$ cat src/rtl/hazard_ctrl_unit.sv
// Hazard controller for the 5-stage core: operand forwarding, load-use/RAW stalls,
// taken-branch flushes, MUL/DIV occupancy of E and a saturating stall-cycle counter.
module hazard_ctrl_unit #(
  parameter int REG_AW     = 5,
  parameter int MULDIV_LAT = 4,
  parameter int FWD_EN     = 1,
  parameter int CNT_W      = 32
) (
  input  logic              clk,
  input  logic              rst,
  input  logic [REG_AW-1:0] Rs1D,
  input  logic [REG_AW-1:0] Rs2D,
  input  logic [REG_AW-1:0] Rs1E,
  input  logic [REG_AW-1:0] Rs2E,
  input  logic [REG_AW-1:0] RdE,
  input  logic              RegWriteE,
  input  logic [1:0]        ResultSrcE,
  input  logic [REG_AW-1:0] RdM,
  input  logic              RegWriteM,
  input  logic [REG_AW-1:0] RdW,
  input  logic              RegWriteW,
  input  logic              PCSrcE,
  input  logic              MulDivStartE,
  input  logic              CntClr,
  output logic [1:0]        ForwardAE,
  output logic [1:0]        ForwardBE,
  output logic              StallF,
  output logic              StallD,
  output logic              StallE,
  output logic              FlushD,
  output logic              FlushE,
  output logic              MulDivBusy,
  output logic              MulDivDone,
  output logic [CNT_W-1:0]  StallCnt
);

  localparam bit MULTI = (MULDIV_LAT > 1);
  localparam int CW    = (MULDIV_LAT > 2) ? $clog2(MULDIV_LAT - 1) : 1;
  localparam logic [CW-1:0] LOAD = CW'((MULDIV_LAT > 1) ? MULDIV_LAT - 2 : 0);

  typedef enum logic {IDLE, BUSY} md_state_e;

  md_state_e        state_q;
  logic [CW-1:0]    cnt_q;
  logic             done_q;
  logic [CNT_W-1:0] stall_cnt_q, stall_cnt_d;
  logic [1:0]       fwd_a, fwd_b;
  logic             lw_stall, raw_stall, md_stall, md_busy, md_done, stall_fd;

  function automatic logic hit(input logic we, input logic [REG_AW-1:0] rd,
                               input logic [REG_AW-1:0] rs);
    return we && (rd != '0) && (rd == rs);
  endfunction

  // M stage holds the younger result, so it wins over W
  always_comb begin
    fwd_a = 2'b00;
    fwd_b = 2'b00;
    if (FWD_EN != 0) begin
      if (hit(RegWriteM, RdM, Rs1E))      fwd_a = 2'b10;
      else if (hit(RegWriteW, RdW, Rs1E)) fwd_a = 2'b01;
      if (hit(RegWriteM, RdM, Rs2E))      fwd_b = 2'b10;
      else if (hit(RegWriteW, RdW, Rs2E)) fwd_b = 2'b01;
    end
  end

  assign lw_stall  = RegWriteE && (ResultSrcE == 2'b01) &&
                     (hit(1'b1, RdE, Rs1D) || hit(1'b1, RdE, Rs2D));
  assign raw_stall = (FWD_EN == 0) &&
                     (hit(RegWriteE, RdE, Rs1D) || hit(RegWriteE, RdE, Rs2D) ||
                      hit(RegWriteM, RdM, Rs1D) || hit(RegWriteM, RdM, Rs2D) ||
                      hit(RegWriteW, RdW, Rs1D) || hit(RegWriteW, RdW, Rs2D));

  // done_q is precomputed so the pulse lands on the last occupancy cycle
  always_ff @(posedge clk or negedge rst) begin
    if (!rst) begin
      state_q <= IDLE;
      cnt_q   <= '0;
      done_q  <= 1'b0;
    end else begin
      case (state_q)
        IDLE: if (MULTI && MulDivStartE) begin
          state_q <= BUSY;
          cnt_q   <= LOAD;
          done_q  <= (LOAD == '0);
        end
        BUSY: if (cnt_q != '0) begin
          cnt_q  <= cnt_q - CW'(1);
          done_q <= (cnt_q == CW'(1));
        end else begin
          state_q <= IDLE;
          done_q  <= 1'b0;
        end
        default: state_q <= IDLE;
      endcase
    end
  end

  assign md_busy  = (state_q == BUSY);
  assign md_done  = MULTI ? done_q : MulDivStartE;
  assign md_stall = MULTI && ((!md_busy && MulDivStartE) || (md_busy && !done_q));
  assign stall_fd = lw_stall | raw_stall | md_stall;

  always_comb begin
    stall_cnt_d = stall_cnt_q;
    if (CntClr)                                stall_cnt_d = '0;
    else if (stall_fd && (stall_cnt_q != '1))  stall_cnt_d = stall_cnt_q + CNT_W'(1);
  end

  always_ff @(posedge clk or negedge rst) begin
    if (!rst) stall_cnt_q <= '0;
    else      stall_cnt_q <= stall_cnt_d;
  end

  // combinational outputs are forced low while reset is held
  assign ForwardAE  = rst ? fwd_a : 2'b00;
  assign ForwardBE  = rst ? fwd_b : 2'b00;
  assign StallF     = rst & stall_fd;
  assign StallD     = rst & stall_fd;
  assign StallE     = rst & md_stall;
  assign FlushD     = rst & PCSrcE;
  assign FlushE     = rst & (PCSrcE | ((lw_stall | raw_stall) & !md_stall));
  assign MulDivBusy = rst & md_busy;
  assign MulDivDone = rst & md_done;
  assign StallCnt   = stall_cnt_q;

endmodule
$ cat config.mk
export PLATFORM = sky130hd
export DESIGN_NAME = hazard_ctrl_unit
export DESIGN_NICKNAME = d
export VERILOG_FILES = /design/src/rtl/hazard_ctrl_unit.sv
export SDC_FILE = /design/constraint.sdc
export NUM_CORES = 1
export LEC_CHECK = 0
export ABC_AREA = 0
export CAP_MARGIN = 40
export CORE_AREA = 10 10 83 85
export DETAILED_ROUTE_END_ITERATION = 10
export DIE_AREA = 0 0 93 95
export HOLD_SLACK_MARGIN = 0.1
export PLACE_DENSITY = 0.95
export SLEW_MARGIN = 5
export SYNTH_ARGS = -nofsm -noshare
export SYNTH_HDL_FRONTEND = slang
export SYNTH_SLANG_ARGS = --single-unit
export TNS_END_PERCENT = 1
$ cat constraint.sdc
create_clock -name clk -period 5.1 [get_ports clk]
set_input_delay 1.02 -clock clk [delete_from_list [all_inputs] [get_ports clk]]
set_output_delay 1.02 -clock clk [all_outputs]
set_load 0.03 [all_outputs]
**Word level (Yosys, flattened, before mapping)**

Index checks and enable logic that the tools add are counted.

- Reduce and logical (&&, ||, !) cells: 24
- Bitwise gates (word level): 10
- Equal/unequal tests: 11
- Muxes and demuxes: 17
- Add/sub/neg operators: 2

Operators with widths:

| cell | count |
|---|---|
| 32-bit two-way mux | 2 |
| 32-bit by 1-bit adder with 32-bit output (second input constant) | 1 |
| 32-bit != test (second input constant) | 1 |
| 5-bit == test | 6 |
| 5-bit nonzero test | 3 |
| 1-bit logical AND | 13 |
| 2-bit two-way mux | 6 |
| 1-bit bitwise AND | 7 |
| 1-bit two-way mux | 6 |
| 2-bit by 1-bit == test with 1-bit output (second input constant) | 2 |
| 1-bit case mux with 2 select lines | 2 |
| 2-bit case mux with 2 select lines | 1 |
| 2-bit nonzero test | 2 |
| 1-bit logical NOT | 3 |
| 1-bit logical OR | 2 |
| 2-bit by 1-bit != test with 1-bit output (second input constant) | 1 |
| 2-bit != test (second input constant) | 1 |
| 1-bit OR | 2 |
| 2-bit AND reduction | 1 |
| 2-bit by 1-bit subtractor with 2-bit output (second input constant) | 1 |
| 1-bit NOT | 1 |

- Bits in registers: 36
- Logic and storage cells: 68
- Output and inout bits: 43
- Input bits: 45

**Longest topological paths before layout**

Gate-level depths: netlist (run 1).

- Depth in word-level cells: 8
- Gate-level depth with buffers: 9
- Mapped depth without buffers: 7

**Worst setup path before layout (run 1)**

No wires, ideal clock.

- Path type: input to output
- From: input RdM[1]
- To: output ForwardAE[0]
- Arrival: 2.815 ns
- Setup slack: 1.265 ns
- Required time: 4.080 ns
- Stages on the path: 4
- Buffers on the path: 0
- Cell sequence: or4_1 o21ai_0 nor4_1 nor4_1

- Longest elaborated chain between the ends: 5
- Elaborated cells between the ends (all ways): 6
- Those cells by class: eq/ne: 1; mux: 2; reduce/logical: 3

Ends and longest elaborated chain:

| item | RTL line | text |
|---|---|---|
| start: declaration | 18 | `input logic [REG_AW-1:0] RdM,` |
| 5-bit nonzero test | 52 | `return we && (rd != '0) && (rd == rs);` |
| 1-bit logical AND | 52 |  |
| 1-bit logical AND (*) | 52 |  |
| 2-bit two-way mux (*) | 60 | `if (hit(RegWriteM, RdM, Rs1E)) fwd_a = 2'b10;` |
| 2-bit two-way mux (*) | 116 | `assign ForwardAE = rst ? fwd_a : 2'b00;` |
| end: declaration | 25 | `output logic [1:0] ForwardAE,` |

Every way passes the cells marked *; elsewhere a longest branch is shown, timed or not.

**Final worst setup path (run 1)**

- From: input RdM[2]
- To: output ForwardAE[0]

Same word-level chain as after synthesis.

==> parameters.txt, run 1 <==
Parameter                              Value

Synth
  Number of enable flip-flop cells after synthesis ... 0
  XOR/XNOR Fraction of Synth Area ... 0.113
  Most instantiated cells after synthesis ... dfrtp_1, a21oi_1, nand2_1
  Top cell type's share of synthesized area ... 0.362
  Main area contributors after synthesis ... dfrtp_1, xnor2_1, xor2_1, a21oi_1, or4_1
  Multiplexer share of the synthesized area ... 0.0221
  Library cell occupying the most area in the post-synthesis netlist ... dfrtp_1
  Proportion of register bits with asynchronous set or reset after synthesis ... 1.00
  Adder and majority gate portion of the synthesized area ... 0.0151
  Leading cell type by number of instances after synthesis ... dfrtp_1
  Most frequently used flop master after synthesis ... dfrtp_1
  Synthesized instance count ... 280
  Share of the synthesized area in compound gates (AO/OA/AOI/OAI) ... 0.156
  Average cell area after synthesis ... between 8 and 9 sq um
  Number of storage elements in the synthesis netlist ... 36
  Part of the Yosys area used for sequential elements ... 0.362
  Combinational family with the most area after synthesis ... simple AND/OR/NAND/NOR gates
  Fraction of the mapped netlist area in simple logic gates ... 0.299
  Post-synth net total ... between 300 and 400
  Netlist area before placement ... roughly 0.0025 sq mm
  Number of unique standard cell types used by synthesis ... 49
  Synthesis Warnings ... 0

Clock tree
  Total of hold buffers inserted after clock tree synthesis ... 0
  Clock slew at reported path FFs ... roughly 60 ps
  Number of levels in the clock H-tree ... 2
  Number of clock buffers inserted by TritonCTS ... 5
  Max Root-Sink Buffers ... 2
  CTS tree ... built
  TritonCTS Sinks ... 36
  CTS-repair resized insts ... 0
  Skew-Pair Late Insertion Delay ... about 290 ps
  Post-CTS setup buffer count ... 0
  CTS Root Cell ... clkbuf_8

Critical path
  Worst setup path category ... input pin to output pin
  Number of cell instances on the worst register-to-register path ... 9
  Sort of element at the end of the critical path ... output pin
  Worst endpoint required time ... just over 4000 ps
  Critical path arrival ... ~3500 ps
  Maximum fanout along the worst path ... 3
  Endpoint of the worst register-to-register path ... StallCnt[9]
  Worst reg-to-reg setup slack ... 2210 ps
  Crit path launch ... RdM[2]
  Startpoint of the most critical register-to-register path ... StallCnt[0]
  Startpoint kind of the worst setup timing path ... input pin

Placement
  Setup WS pre-CTS ... approximately 640 ps
  Total half-perimeter wirelength after legalization and detailed placement ... 6020 um
  Placed cell area ... roughly 0.0034 sq mm
  RePlAce Congestion ... 0.931
  Total of buffers placed on input and output ports ... 87

STA
  Minimum period implied by the final worst setup slack ... around 4500 ps
  Relative slew slack ... 0.598
  Maximum achievable frequency ... roughly 0.22 GHz
  Final worst setup slack ... 616 ps
  Max-slew violations ... 0
  Unrepaired setup endpoints after global routing ... false
  Final Hold Slack ... approximately 550 ps
  Setup TNS ... 0 ps
  Number of hold violations in the final report ... 0
  Total of endpoints with negative setup slack in the final report ... 0
  Least-Margin Pin Slew ... ~600 ps
  Layout Skew ... 5.87 ps
  Share of the clock period used by the worst path ... 0.879

Routing
  Wire length per cell ... 17.1 um
  Number of remaining DRC errors ... 0
  Total length of routed wires ... 7520 um
  DR vias ... 2563
  Vias per std cell ... between 5 and 6
  Iteration count of the initial detailed-routing pass ... 4
  Remaining number of nets flagged by the antenna check after routing ... 0
  DRT iter0 DRCs ... 194

Run status
  Result of the run ... completed

GRT
  Number of global-route vias before repair ... between 2k and 3k
  Overflow after GRT ... 0
  Maximum number of pins on one net before global-route repair ... 45
  Number of antenna violations at the first check in global routing ... 0
  Global-route usage over all layers ... 0.168
  Global-route wire length before repair ... between 10000 and 15000 um

Cells and area
  Final-stage net count ... ~420
  Diode insertion count for antenna repair ... 0
  Area overhead of the layout relative to synthesis ... 40.9%
  Post-Layout Inst Area ... roughly 0.0035 sq mm
  Fraction of final layout cells with drive strength greater than 1 ... 0.0788

Min path
  Hold path startpoint ... done_q
  Worst min-delay path class ... flip-flop to flip-flop
  Worst hold path stage count ... 1
  End of the worst hold path ... done_q

Die
  Area enclosed by the die boundary ... ~0.0088 sq mm
  Width of the die ... ~93 um
  Site row count ... 27
  Starting density of the core ... 0.466
  Ports placed on the boundary ... 88
  Placeable core region ... about 0.0053 sq mm
  Chip height ... 95 um

Pwr
  Static Leak ... between 1 and 1.5 nW
  Power per standard cell area ... 259 mW/mm^2
  Max IR drop VDD ... 0.122 mV

Job
  Max Cap Viol ... 0
[per-layer routing]
| layer | wire [um] | vias to the layer above | global-route usage | part of all wire |
|---|---|---|---|---|
| li1 | - | 1217 | - | - |
| met1 | 2740 | 1210 | 0.171 | 0.36 |
| met2 | 3830 | 110 | 0.298 | 0.51 |
| met3 | 681 | 26 | 0.0571 | 0.091 |
| met4 | 266 | 0 | 0.0964 | 0.035 |
| met5 | 0 | - | 0 | 0 |
[worst max-delay path: stages]
cell,delay [ps]
clkdlybuf4s50_1,470
or4_1,520
o21ai_0,240
nor4_1,120
nor4_1,340
clkdlybuf4s50_1,740
[layout by cell type, fill, tap and decap left out, drive strengths merged, types with 5 or more instances in the layout]
cell,count
nor2b,6
buf,5
nor2,14
xor2,15
o31ai,12
nand3,18
or4,17
xnor2,17
a21oi,26
nor4,8
clkbuf,8
or3,11
clkdlybuf4s50,86
nand4,9
inv,6
dfrtp,36
nand2,18
and2,8
o21ai,12
[power by group]
group	total, mW	switching, mW	internal (mW)
registers	0.334	0.0246	0.309
logic	0.366	0.221	0.144
clock network	0.208	0.0983	0.110
[registers in the layout, summed over array words and instances, names as in the netlist]
signal	flops
StallCnt	32
done_q	1
md_busy	1
cnt_q	2
[logic make-up after synthesis]
kind of cell | count (synthesis)
multiplexers | 5
XOR/XNOR | 32
AND/OR/NAND/NOR | 124
buffers and inverters | 17
AO/OA/AOI/OAI | 63
flip-flops | 36
adder cells (fa/ha/maj) | 3
[area by class of cell]
class                      instances  area, sq um
inverter                           6         22.5
multi-input combinational        227         1510
timing repair buffer              91          896
tap                               72         90.1
sequential                        36          901
fill                             444         1830
clock buffer                       8         90.1
[metrics by stage]
step,cells,utilization,power [mW]
after floorplan,280,-,0.576
after global placement,432,0.640,0.690
after detailed placement,432,0.640,0.703
after CTS,440,0.657,0.911
after global routing,440,0.657,0.962
final,440,0.657,0.908
[worst max path at each step]
stage	slack, ps	end
after floorplan	1260	ForwardAE[0]
after global placement	710	ForwardAE[0]
after detailed placement	640	ForwardAE[0]
after CTS	640	ForwardAE[0]
after global routing	510	ForwardBE[0]
final	620	ForwardAE[0]
Note: power is estimated with default switching activity, not from simulation.
==> run 2: changes to the inputs <==
Settings changed: CORE_AREA 10 10 83 85 to 2 2 75 77, DIE_AREA 0 0 93 95 to 0 0 77 79.
==> run 2 against run 1 <==
  * Utilization is 0.14 points lower
  * Register-to-register slack better by 140 ps
  * Sequential power hardly changed
  * Setup slack worse by 49 ps
  * Sequential share of layout area is 0.055 points higher
  * Flip-flop and latch count stayed put
  * First-iteration DRC count is 21% lower
  * Critical path type unchanged
  * Largest cell class unchanged
==> parameters.txt, run 2 (same netlist as run 1, synthesis figures left out) <==
Parameter                              Value

Pwr
  Static Leak ... 1.29 nW (-0.38%)
  Max IR drop VDD ... 0.140 mV (+15%)
  Power per standard cell area ... 257 mW/mm^2 (-0.67%)
  Power, Total ... 900 uW (-0.88%)

Critical path
  Cell with the largest stage delay on the worst path ... clkdlybuf4s50_1
  Endpoint of the worst register-to-register path ... StallCnt[25]
  Startpoint of the most critical register-to-register path ... StallCnt[0]
  Startpoint kind of the worst setup timing path ... input pin
  Total buffers and inverters traversed by the critical path ... 2 (unchanged)
  Kind of cell adding the most delay to the critical path ... buffers and inverters
  Sort of element at the end of the critical path ... output pin
  Maximum fanout along the worst path ... 3 (unchanged)
  Worst setup path category ... input pin to output pin
  Largest incremental delay on the critical path ... 740 ps (about the same)
  Number of cell instances on the worst register-to-register path ... 8 (-1)
  Worst endpoint required time ... 4080 ps (about the same)
  Critical path arrival ... 3510 ps (+50 ps)
  Cells traversed along the worst timing path ... clkdlybuf4s50_1 -> or4_1 -> o21ai_0 -> nor4_1 -> nor4_1 -> clkdlybuf4s50_1
  Crit path launch ... RdM[1]
  Worst reg-to-reg setup slack ... 2350 ps (+140 ps)

Routing
  Met1 layer wirelength in the final routing ... 2710 um (-1.1%)
  Iteration count of the initial detailed-routing pass ... 4 (unchanged)
  Total length of routed wires ... 6700 um (-11%)
  Number of remaining DRC errors ... 0 (unchanged)
  Routed length on met2 ... 3420 um (-11%)
  DRT iter0 DRCs ... 154 (-21%)
  DR vias ... 2536 (-1.1%)
  Remaining number of nets flagged by the antenna check after routing ... 0 (unchanged)
  Wire length per cell ... 15.3 um (-11%)
  Detail Route met3 WL ... 401 um (-41%)
  Vias per std cell ... 5.78 (-0.83%)
  Top Metal Used ... met4

Die
  Area enclosed by the die boundary ... 0.00608 sq mm (-31%)
  Site row count ... 27 (unchanged)
  Width of the die ... 77 um (-17%)
  Ports placed on the boundary ... 88 (unchanged)
  Placeable core region ... 0.00534 sq mm (unchanged)
  Chip height ... 79 um (-17%)
  Starting density of the core ... 0.466 (unchanged)

STA
  Total of endpoints with negative setup slack in the final report ... 0 (unchanged)
  Maximum achievable frequency ... 0.221 GHz (-1.1%)
  Relative slew slack ... 0.666 (+0.0682)
  Number of hold violations in the final report ... 0 (unchanged)
  Share of the clock period used by the worst path ... 0.889 (+0.00967)
  Max-slew violations ... 0 (unchanged)
  Least-Margin Pin Slew ... 499 ps (-102 ps)
  Unrepaired setup endpoints after global routing ... false
  Setup TNS ... 0 ps (unchanged)
  Minimum period implied by the final worst setup slack ... 4530 ps (+49.3 ps)
  Layout Skew ... 2.25 ps (-3.61 ps)

Clock tree
  Total of hold buffers inserted after clock tree synthesis ... 0 (unchanged)
  Number of levels in the clock H-tree ... 2 (unchanged)
  Skew-Pair Late Insertion Delay ... 290 ps (about the same)
  TritonCTS Sinks ... 36 (unchanged)
  Post-CTS setup buffer count ... 0 (unchanged)
  CTS Root Cell ... clkbuf_8
  CTS-repair resized insts ... 0 (unchanged)
  CTS tree ... built
  Max Root-Sink Buffers ... 2 (unchanged)
  Number of clock buffers inserted by TritonCTS ... 5 (unchanged)
  Clock slew at reported path FFs ... 70 ps (about the same)

Cells and area
  Area overhead of the layout relative to synthesis ... 40.6%
  Fraction of final layout cells with drive strength greater than 1 ... 0.0763 (-0.00251)
  Final-stage net count ... 414 (-0.24%)
  Number of fill cells in the layout ... 447 (+0.68%)
  Diode insertion count for antenna repair ... 0 (unchanged)
  Most frequent standard cell in the layout excluding fill and tap cells ... clkdlybuf4s50_1
  Number of flip-flops in the largest register ... 32 (unchanged)
  Most used cells in the layout excluding fill and tap cells ... clkdlybuf4s50_1, dfrtp_1, a21oi_1

Min path
  Worst min-delay path class ... flip-flop to flip-flop
  Hold path startpoint ... done_q
  Worst hold path stage count ... 1 (unchanged)
  End of the worst hold path ... done_q

GRT
  Overflow after GRT ... 0 (unchanged)
  Number of antenna violations at the first check in global routing ... 0 (unchanged)
  Global-route wire length before repair ... 11100 um (-8.6%)
  Global-route usage over all layers ... 0.226 (+0.0578)
  Number of global-route vias before repair ... 2464 (-6.5%)
  Maximum number of pins on one net before global-route repair ... 40 (-11%)

Job
  Max Cap Viol ... 0 (unchanged)

Run status
  Result of the run ... completed

Placement
  Total half-perimeter wirelength after legalization and detailed placement ... 5170 um (-14%)
  RePlAce Congestion ... 0.862 (-7.4%)
  Total of buffers placed on input and output ports ... 87 (unchanged)
## run 2: routing by layer
| layer | global-route usage | vias to the layer above |
|---|---|---|
| met2 | 0.409 | 92 |
| met4 | 0.0821 | 0 |
| li1 | - | 1211 |
| met5 | 0 | - |
| met1 | 0.260 | 1217 |
| met3 | 0.0568 | 16 |
## run 2: power by group
group	internal, mW	leakage, nW	switching (mW)	total [mW]
Clock	0.110	0.0455	0.0981	0.208
Combinational	0.138	0.756	0.220	0.358
Sequential	0.309	0.492	0.0245	0.334
Total	0.557	1.29	0.342	0.900
## run 2: worst max-delay path by stage
stage                   end  cells past startpoint
6_report       ForwardBE[0]                      6
5_1_grt        ForwardBE[0]                      6
4_1_cts        ForwardAE[0]                      6
3_5_place_dp   ForwardBE[0]                      6
3_3_place_gp   ForwardAE[0]                      6
2_1_floorplan  ForwardAE[0]                      4
## run 2: cell type report
| class | count | area, sq um | share of cell area |
|---|---|---|---|
| clock buffer | 8 | 90.1 | 0.0258 |
| inverter | 6 | 22.5 | 0.00644 |
| multi-input combinational | 227 | 1510 | 0.431 |
| sequential | 36 | 901 | 0.258 |
| tap | 72 | 90.1 | 0.0258 |
| timing repair buffer | 90 | 888 | 0.254 |
## run 2: stage by stage
step	area (sq um)	std cells	hold slack, ps	util	worst slack [ps]
floorplan	2490	280	502	-	1260
global placement	3410	431	539	0.639	678
detailed placement	3410	431	539	0.639	592
CTS	3500	439	554	0.655	573
global route	3500	439	572	0.655	444
finish	3500	439	549	0.655	567
==> run 3: changes to the inputs <==
Settings changed: CORE_AREA 2 2 75 77 to 2 2 95 97, CTS_BUF_LIST from default to sky130_fd_sc_hd__clkbuf_8, DIE_AREA 0 0 77 79 to 0 0 97 99, PLACE_DENSITY 0.95 to 0.67.
==> run 3 against run 2 <==
  * Critical path type unchanged
  * Critical path depth is the same
  * Largest cell class unchanged
  * Utilization is 24 points lower
  * Global-route usage down 8.3 points
  * Fmax increased by 2.1%
  * First-iteration DRC count shrank 32%
  * Clock power up 19%
==> parameters.txt, run 3 (same netlist as run 1, synthesis figures left out) <==
Parameter                              Value

Run status
  Result of the run ... completed

Cells and area
  Most used cells in the layout excluding fill and tap cells ... clkdlybuf4s50_1, dfrtp_1, a21oi_1
  Number of flip-flops in the largest register ... 32 (unchanged)
  Final-stage net count ... 415 (+0.24%)
  Fraction of final layout cells with drive strength greater than 1 ... 0.0815 (+0.00523)
  Diode insertion count for antenna repair ... 0 (unchanged)
  Area overhead of the layout relative to synthesis ... 43.5%
  Final core utilization ... 0.417 (-0.238)
  Most frequent standard cell in the layout excluding fill and tap cells ... clkdlybuf4s50_1

GRT
  Overflow after GRT ... 0 (unchanged)
  Maximum number of pins on one net before global-route repair ... 45 (+13%)
  Global-route usage over all layers ... 0.143 (-0.0832)
  Number of antenna violations at the first check in global routing ... 0 (unchanged)
  Global-route wire length before repair ... 11300 um (+1.6%)
  Number of global-route vias before repair ... 2413 (-2.1%)

STA
  Unrepaired setup endpoints after global routing ... false
  Layout Skew ... 7.41 ps (+5.15 ps)
  Least-Margin Pin Slew ... 646 ps (+147 ps)
  Max-slew violations ... 0 (unchanged)
  Minimum period implied by the final worst setup slack ... 4440 ps (-93.9 ps)
  Relative slew slack ... 0.568 (-0.0980)
  Maximum achievable frequency ... 0.225 GHz (+2.1%)
  Final worst setup slack ... 661 ps (+93.9 ps)
  Total of endpoints with negative setup slack in the final report ... 0 (unchanged)
  Final Hold Slack ... 555 ps (+6.51 ps)
  Share of the clock period used by the worst path ... 0.870 (-0.0184)
  Setup TNS ... 0 ps (unchanged)
  Number of hold violations in the final report ... 0 (unchanged)

Clock tree
  Max Root-Sink Buffers ... 2 (unchanged)
  Total of hold buffers inserted after clock tree synthesis ... 0 (unchanged)
  CTS-repair resized insts ... 0 (unchanged)
  TritonCTS Sinks ... 36 (unchanged)
  CTS tree ... built
  Post-CTS setup buffer count ... 0 (unchanged)
  Skew-Pair Late Insertion Delay ... 290 ps (about the same)
  CTS Root Cell ... clkbuf_8
  Clock slew at reported path FFs ... 70 ps (about the same)
  Number of levels in the clock H-tree ... 2 (unchanged)
  Number of clock buffers inserted by TritonCTS ... 5 (unchanged)

Placement
  RePlAce Congestion ... 0.856 (-0.64%)
  Setup WS pre-CTS ... 637 ps (+45.5 ps)
  Total of buffers placed on input and output ports ... 87 (unchanged)
  Total half-perimeter wirelength after legalization and detailed placement ... 5370 um (+3.9%)

Pwr
  Max IR drop VDD ... 0.127 mV (-9.7%)
  Power per standard cell area ... 264 mW/mm^2 (+2.7%)
  Power, Total ... 942 uW (+4.7%)
  Static Leak ... 1.31 nW (+1.5%)

Critical path
  Worst reg-to-reg setup slack ... 2320 ps (-30 ps)
  Cell with the largest stage delay on the worst path ... clkdlybuf4s50_1
  Worst setup path category ... input pin to output pin
  Critical path arrival ... 3420 ps (-90 ps)
  Sort of element at the end of the critical path ... output pin
  Startpoint kind of the worst setup timing path ... input pin
  Worst endpoint required time ... 4080 ps (about the same)
  Largest incremental delay on the critical path ... 730 ps (about the same)
  Maximum fanout along the worst path ... 3 (unchanged)
  Cells traversed along the worst timing path ... clkdlybuf4s50_1 -> or4_1 -> o21ai_0 -> nor4_1 -> nor4_1 -> clkdlybuf4s50_1

Routing
  Wire length per cell ... 14.5 um (-5.2%)
  DR vias ... 2496 (-1.6%)
  Vias per std cell ... 5.24 (-9.2%)
  Iteration count of the initial detailed-routing pass ... 4 (unchanged)
  Remaining number of nets flagged by the antenna check after routing ... 0 (unchanged)
  Number of remaining DRC errors ... 0 (unchanged)
  Total length of routed wires ... 6890 um (+2.8%)
  DRT iter0 DRCs ... 105 (-32%)

Die
  Site row count ... 34 (+26%)
  Placeable core region ... 0.00855 sq mm (+60%)
  Area enclosed by the die boundary ... 0.00960 sq mm (+58%)
  Starting density of the core ... 0.291 (-0.175)
  Ports placed on the boundary ... 88 (unchanged)
  Width of the die ... 97 um (+26%)
  Chip height ... 99 um (+25%)

Job
  Max Cap Viol ... 0 (unchanged)

Min path
  Worst min-delay path class ... flip-flop to flip-flop
run 3: changes by cell type in the layout (fill, tap and decap cells not counted), sizes merged:
cell	before	now
clkbuf	8	5
buf	4	5
bufinv	0	1
clkinv	0	1
inv	6	7
run 3: area by class of cell:
cell class,count,area (sq um)
repair buffers,91,896
clock buffers,5,68.8
inverters,6,22.5
clock inverters,3,38.8
well taps,108,135
multi-input cells,227,1510
flip-flops and latches,36,901
fillers,864,4980
run 3: stage by stage:
step | cell area (sq um) | instances
finish | 3570 | 476
global route | 3570 | 476
CTS | 3570 | 476
detailed placement | 3460 | 468
global placement | 3460 | 468
floorplan | 2490 | 280
run 3: where the power goes:
group	switching, mW	total, mW	internal, mW
logic	0.217	0.361	0.144
registers	0.0253	0.334	0.309
clock network	0.104	0.247	0.143
run 3: routing by layer:
layer,part of all wire,global-route usage
met1,0.41,0.164
met2,0.51,0.259
met3,0.067,0.0440
met4,0.011,0.0390
met5,0,0
run 3: path summary, 6_finish.rpt:
path,start,cells past startpoint,endpoint
max in group asynchronous,rst,2,StallCnt[16]
min,done_q,1,done_q
max,RdM[1],6,ForwardAE[0]
min in group asynchronous,rst,2,StallCnt[3]
max reg2reg,StallCnt[0],8,StallCnt[15]
min reg2reg,done_q,1,done_q
run 3: worst max-delay path: cells and delay by family:
kind	cells	cell delay, ps
and+or+nand+nor	3	950
AOI/OAI and AO/OA	1	240
buffers and inverters	2	1210
